File: src/rtl/key_logic_pkg.sv
// key_logic_pkg
// Shared constants for the key_logic block: Avalon-MM register word
// addresses, CTRL bit positions and the CTRL reset value.
package key_logic_pkg;

  // Register word addresses
  localparam logic [1:0] ADDR_DATA = 2'd0;
  localparam logic [1:0] ADDR_EDGE = 2'd1;
  localparam logic [1:0] ADDR_MASK = 2'd2;
  localparam logic [1:0] ADDR_CTRL = 2'd3;

  // CTRL register layout
  localparam int CTRL_W    = 3;
  localparam int CTRL_EN   = 0;
  localparam int CTRL_POL  = 1;
  localparam int CTRL_BOTH = 2;

  // Block comes out of reset enabled, falling-edge events only
  localparam logic [CTRL_W-1:0] CTRL_RESET = 3'b001;

endpackage

File: src/rtl/key_logic_debounce.sv
// key_debounce
// One key channel: 2-FF synchronizer, stability counter and debounced
// level flop.
//   clk_i   : clock
//   rst_ni  : asynchronous active-low reset
//   key_i   : raw asynchronous pin (idle high)
//   en_i    : 0 holds the counter at zero and freezes the level
//   level_o : debounced level
//   chg_o   : combinational pulse, high in the cycle whose edge updates level_o
module key_debounce #(
  parameter int DEBOUNCE_CYCLES = 50000
) (
  input  logic clk_i,
  input  logic rst_ni,
  input  logic key_i,
  input  logic en_i,
  output logic level_o,
  output logic chg_o
);

  localparam int CNT_W = $clog2(DEBOUNCE_CYCLES);
  localparam logic [CNT_W-1:0] CNT_MAX = CNT_W'(DEBOUNCE_CYCLES - 1);

  logic [1:0]       sync_q;
  logic             level_q, level_d;
  logic [CNT_W-1:0] cnt_q, cnt_d;
  logic             mismatch;
  logic             accept;

  assign mismatch = sync_q[1] ^ level_q;
  // The level is accepted on the edge where the counter already sits at
  // its terminal value, so a clean transition needs DEBOUNCE_CYCLES
  // consecutive mismatching synced samples.
  assign accept   = en_i & mismatch & (cnt_q == CNT_MAX);

  always_comb begin
    cnt_d   = cnt_q;
    level_d = level_q;
    if (!en_i || !mismatch) begin
      cnt_d = '0;
    end else if (cnt_q == CNT_MAX) begin
      cnt_d   = '0;
      level_d = sync_q[1];
    end else begin
      cnt_d = cnt_q + 1'b1;
    end
  end

  // Synchronizer and level reset to idle-high so reset release never
  // looks like a key release/press.
  always_ff @(posedge clk_i or negedge rst_ni) begin
    if (!rst_ni) begin
      sync_q  <= 2'b11;
      level_q <= 1'b1;
      cnt_q   <= '0;
    end else begin
      sync_q  <= {sync_q[0], key_i};
      level_q <= level_d;
      cnt_q   <= cnt_d;
    end
  end

  assign level_o = level_q;
  assign chg_o   = accept;

endmodule

File: src/rtl/key_logic.sv
// key_logic
// Debounced key input peripheral with Avalon-MM slave and level interrupt.
//   csi_clk       : clock
//   rsi_reset_n   : asynchronous active-low reset
//   coe_key       : WIDTH asynchronous key pins, active-low, idle high
//   avs_address   : register word (0 DATA, 1 EDGE, 2 MASK, 3 CTRL)
//   avs_read      : read strobe, data returned the following clock
//   avs_write     : write strobe, no wait states
//   avs_writedata : write data
//   avs_readdata  : registered read data, held between reads
//   ins_irq       : registered OR of EDGE & MASK
module key_logic
  import key_logic_pkg::*;
#(
  parameter int WIDTH           = 4,
  parameter int DEBOUNCE_CYCLES = 50000
) (
  input  logic             csi_clk,
  input  logic             rsi_reset_n,
  input  logic [WIDTH-1:0] coe_key,
  input  logic [1:0]       avs_address,
  input  logic             avs_read,
  input  logic             avs_write,
  input  logic [31:0]      avs_writedata,
  output logic [31:0]      avs_readdata,
  output logic             ins_irq
);

  logic [WIDTH-1:0]  lvl;
  logic [WIDTH-1:0]  chg;
  logic [WIDTH-1:0]  evt;
  logic [WIDTH-1:0]  clr;
  logic [WIDTH-1:0]  edge_q, edge_d;
  logic [WIDTH-1:0]  mask_q, mask_d;
  logic [CTRL_W-1:0] ctrl_q, ctrl_d;
  logic [31:0]       rdata_q, rdata_d;
  logic              irq_q, irq_d;
  logic              en, pol, both;
  logic              unused_wdata;

  assign en   = ctrl_q[CTRL_EN];
  assign pol  = ctrl_q[CTRL_POL];
  assign both = ctrl_q[CTRL_BOTH];

  // Upper write-data bits have no register behind them.
  assign unused_wdata = ^avs_writedata;

  for (genvar i = 0; i < WIDTH; i++) begin : g_key
    key_debounce #(
      .DEBOUNCE_CYCLES(DEBOUNCE_CYCLES)
    ) u_deb (
      .clk_i  (csi_clk),
      .rst_ni (rsi_reset_n),
      .key_i  (coe_key[i]),
      .en_i   (en),
      .level_o(lvl[i]),
      .chg_o  (chg[i])
    );
  end

  // chg is only high with en set, so events are suppressed while disabled.
  // lvl still holds the old value while chg is high: old 1 means falling.
  always_comb begin
    if (both) begin
      evt = chg;
    end else if (pol) begin
      evt = chg & ~lvl;
    end else begin
      evt = chg & lvl;
    end
  end

  always_comb begin
    clr    = '0;
    mask_d = mask_q;
    ctrl_d = ctrl_q;
    if (avs_write) begin
      case (avs_address)
        ADDR_EDGE: clr    = avs_writedata[WIDTH-1:0];
        ADDR_MASK: mask_d = avs_writedata[WIDTH-1:0];
        ADDR_CTRL: ctrl_d = avs_writedata[CTRL_W-1:0];
        default:   ;
      endcase
    end
    // A new event beats a simultaneous write-1-to-clear.
    edge_d = (edge_q & ~clr) | evt;
  end

  always_comb begin
    rdata_d = rdata_q;
    if (avs_read) begin
      rdata_d = '0;
      case (avs_address)
        ADDR_DATA: rdata_d[WIDTH-1:0]  = lvl;
        ADDR_EDGE: rdata_d[WIDTH-1:0]  = edge_q;
        ADDR_MASK: rdata_d[WIDTH-1:0]  = mask_q;
        default:   rdata_d[CTRL_W-1:0] = ctrl_q;
      endcase
    end
  end

  assign irq_d = |(edge_q & mask_q);

  always_ff @(posedge csi_clk or negedge rsi_reset_n) begin
    if (!rsi_reset_n) begin
      edge_q  <= '0;
      mask_q  <= '0;
      ctrl_q  <= CTRL_RESET;
      rdata_q <= '0;
      irq_q   <= 1'b0;
    end else begin
      edge_q  <= edge_d;
      mask_q  <= mask_d;
      ctrl_q  <= ctrl_d;
      rdata_q <= rdata_d;
      irq_q   <= irq_d;
    end
  end

  assign avs_readdata = rdata_q;
  assign ins_irq      = irq_q;

endmodule

File: config.mk
export PLATFORM = sky130hd
export DESIGN_NAME = key_logic
export DESIGN_NICKNAME = d
export VERILOG_FILES = /design/src/rtl/key_logic_pkg.sv /design/src/rtl/key_logic_debounce.sv /design/src/rtl/key_logic.sv
export SDC_FILE = /design/constraint.sdc
export NUM_CORES = 1
export LEC_CHECK = 0
export BUFFER_PORTS_ARGS = -buffer_cell sky130_fd_sc_hd__buf_2
export CAP_MARGIN = 20
export CORE_MARGIN = 2
export CORE_UTILIZATION = 50
export DETAILED_ROUTE_END_ITERATION = 8
export PLACE_DENSITY_LB_ADDON = 0.05
export SYNTH_ARGS = -nofsm -noshare
export SYNTH_HDL_FRONTEND = slang
export SYNTH_SLANG_ARGS = --single-unit
File: constraint.sdc
create_clock -name csi_clk -period 4.08 [get_ports csi_clk]
set_clock_uncertainty 0.05 [all_clocks]
set_input_delay 0.816 -clock csi_clk [delete_from_list [all_inputs] [get_ports csi_clk]]
set_output_delay 0.816 -clock csi_clk [all_outputs]
set_load 0.005 [all_outputs]
==> summary.md <==
| Metric | Value |
|---|---|
| VDD IR-drop max | `160 µV` |
| Clk slew on worst S/H paths | `100 ps` |
| Worst Setup Start Kind | `flop` |
| Top delay family on crit path | `simple AND/OR/NAND/NOR gates` |
| HP Start | `g_key[1].u_deb.sync_q[0]$_DFF_PN1_` |
| Yosys cell types | `39` |
| Die Ht | `99.0 µm` |
| Commonest non-fill, non-tap cells in the layout | `nor2_1, dfrtp_1, xnor2_1` |
| Reg2reg setup slack | `1990 ps` |
| RSZ-0062 raised after global routing | `no` |
| Area Growth Syn to Fin | `7.46%` |
| Post-synth EDFFs | `0` |
| Dpl hpwl | `5.36 mm` |
| Crit path time final | `2090 ps` |
| Via Count | `2988` |
| Syn Inst Count | `446` |
| Final period util | `51.3%` |
| Grt total ovfl | `0` |
| Status | `complete, no violations` |
| Buf/Inv on CP | `0` |
| Syn. warnings | `0` |
| TritonRoute pass-1 iters | `4` |
| Vias in the first global route | `2960` |
| Num CTS Buffers | `9` |
| Htree depth | `3` |
| Final Hold Vio Count | `0` |
| Area of the multi-input gates | `1970 µm²` |
| Reg2reg path depth | `4` |
| RD Place Congestion | `0.782` |
| Row count | `34` |
| Die area | `9790 µm²` |
| Layout Nets | `515` |
| Core Footprint | `8720 µm²` |
| WL final | `7.85 mm` |
| Largest net degree at the start of global routing | `54` |
| Largest stage delay on the critical path | `580 ps` |
| Max-cap violations | `0` |
| Drt drc | `0` |
| Fillcell total | `782` |
| Slew headroom | `55.2%` |
| Leading cell type in the layout, fill and taps excluded | `nor2_1` |
| R2r startpoint | `g_key[1].u_deb.cnt_q[12]$_DFF_PN0_` |
| Via density per instance | `5.13` |
| Hold path depth | `0` |
| Initial Util | `51.7%` |
| Post-CTS Resized | `0` |
| Layout cells sized above 1 | `13.1%` |
| CTS Sinks | `92` |
| Root buffer cell | `clkbuf_8` |
| Register area share after synthesis | `51.4%` |
| FF-to-FF End | `g_key[1].u_deb.level_o$_DFFE_PN1P_` |
| Crit-path max FO | `4` |
| CP arrival | `2320 ps` |
| WHS Endpoint | `g_key[1].u_deb.sync_q[1]$_DFF_PN1_` |
| Tightest Pin Transition | `672 ps` |
| Clock Latency Late Sink | `360 ps` |
| Kind of end point of the critical path | `flop` |
| Pleak | `1.95 nW` |
| Type of the worst setup path | `reg -> reg` |
| Antenna-violating nets left | `0` |
| Worst hold margin | `303 ps` |
| Cell area power density | `375 nW/µm²` |
| Post-CTS Hold Buffers | `0` |
| CP Data Required Time | `4310 ps` |
| Mean Syn Cell Area | `10.1 µm²` |
| Setup TNS Final | `0 ps` |
| Pins over their slew limit | `0` |
| Number of I/O port buffers | `18` |
| Die span in x | `99.0 µm` |
| First-pass GRT wire length | `13.8 mm` |
| GRT Total Usage | `17.4%` |
| Worst hold path type | `reg -> reg` |
| Max clock buf depth | `2` |
| Prevailing post-synth register cell | `dfrtp_1` |
| Iteration-0 DRC Markers | `93` |
| Crit path cell chain | `or4_1 -> or4_4 -> nor2_4 -> mux2_1` |
| Post-synth ARST share | `100%` |
| Final setup fails | `0` |
| Initial antenna violation count | `0` |
| Postcts setup bufs | `0` |
| Highest clock rate | `477 MHz` |
| CTS tree | `built` |
| Synth Register Bits | `92` |
| Register area | `2320 µm²` |
| Boundary Pins | `75` |
| Slowest-stage cell, CP | `or4_4` |
| Routed len/inst | `13.5 µm` |
| Mapped Area | `4510 µm²` |
| Antenna diodes | `0` |
==> synthesized netlist by cell type, types with 5 or more instances <==
library cell / count / area (µm²)
nor2_1: 85 / 319
dfrtp_1: 79 / 1980
xnor2_1: 51 / 447
buf_4: 29 / 218
nand2_1: 25 / 93.8
nand3_1: 23 / 115
inv_1: 19 / 71.3
nor4_1: 16 / 100
dfstp_2: 13 / 342
nand4_1: 13 / 81.3
nor3_1: 13 / 65.1
o21ai_0: 13 / 65.1
xor2_1: 12 / 105
mux2_2: 6 / 67.6
clkbuf_1: 5 / 18.8
==> power breakdown <==
part	internal, mW	switching (mW)	total (mW)
Combinational	0.0395	0.0745	0.114
Sequential	0.946	0.0304	0.977
Clock	0.407	0.320	0.727
==> metrics by stage <==
stage / instance area (µm²) / setup WS (ps) / cells / utilization, % / total power [mW]
global placement: 4610 / 2020 / 566 / 52.8 / 1.11
CTS: 4850 / 1970 / 582 / 55.6 / 1.85
global route: 4850 / 1870 / 582 / 55.6 / 1.90
floorplan: 4610 / 2040 / 473 / - / 1.08
finish: 4850 / 1990 / 582 / 55.6 / 1.82
detailed placement: 4610 / 1980 / 566 / 52.8 / 1.11
==> flip-flops by register name, summed over array words and instances, names as in the netlist <==
name                 cells
avs_readdata             4
ctrl_q                   3
edge_q                   4
g_key.u_deb.cnt_q       64
g_key.u_deb.level_o      4
g_key.u_deb.sync_q       8
ins_irq                  1
mask_q                   4
==> layout make-up <==
type	instances	share of cell area (%)
clock buffer	10	2.63
clock inverter	6	2.32
inverter	19	1.47
multi-input combinational	327	40.7
sequential	92	47.8
tap	108	2.79
timing repair buffer	20	2.22
==> cells by family (layout without fill, tap and decap cells) <==
group                    Yosys count  in the layout  share of synthesized area [%]
AND/OR/NAND/NOR                  199            199                           21.9
flip-flops                        92             92                           51.4
XOR/XNOR                          63             63                           12.2
buffers and inverters             54             55                           7.08
AO/OA/AOI/OAI                     22             22                           2.72
multiplexers                      11             11                           3.47
adder cells (fa/ha/maj)            4              4                           1.11
other                              1             28                         0.0832
==> how the worst max path moves through the flow <==
stage                                        from                            endpoint  slack, ps  cells after the start
3_3_place_gp   g_key[0].u_deb.cnt_q[12]$_DFF_PN0_   g_key[0].u_deb.cnt_q[7]$_DFF_PN0_       2020                      4
5_1_grt        g_key[0].u_deb.cnt_q[12]$_DFF_PN0_  g_key[0].u_deb.cnt_q[14]$_DFF_PN0_       1870                      4
4_1_cts        g_key[0].u_deb.cnt_q[12]$_DFF_PN0_  g_key[0].u_deb.cnt_q[14]$_DFF_PN0_       1970                      4
3_5_place_dp   g_key[0].u_deb.cnt_q[12]$_DFF_PN0_  g_key[0].u_deb.cnt_q[13]$_DFF_PN0_       1980                      4
2_1_floorplan                      avs_address[1]         avs_readdata[1]$_DFFE_PN0P_       2040                      3
6_report       g_key[1].u_deb.cnt_q[12]$_DFF_PN0_  g_key[1].u_deb.level_o$_DFFE_PN1P_       1990                      4
==> layer usage <==
metal	global-route usage [%]	wire [µm]	vias to the layer above
met1	25.8	3970	1431
met5	0	0	-
met3	3.05	278	12
met2	25.9	3480	57
met4	6.32	119	0
li1	-	-	1488
Power figures use the tool's default switching activity.
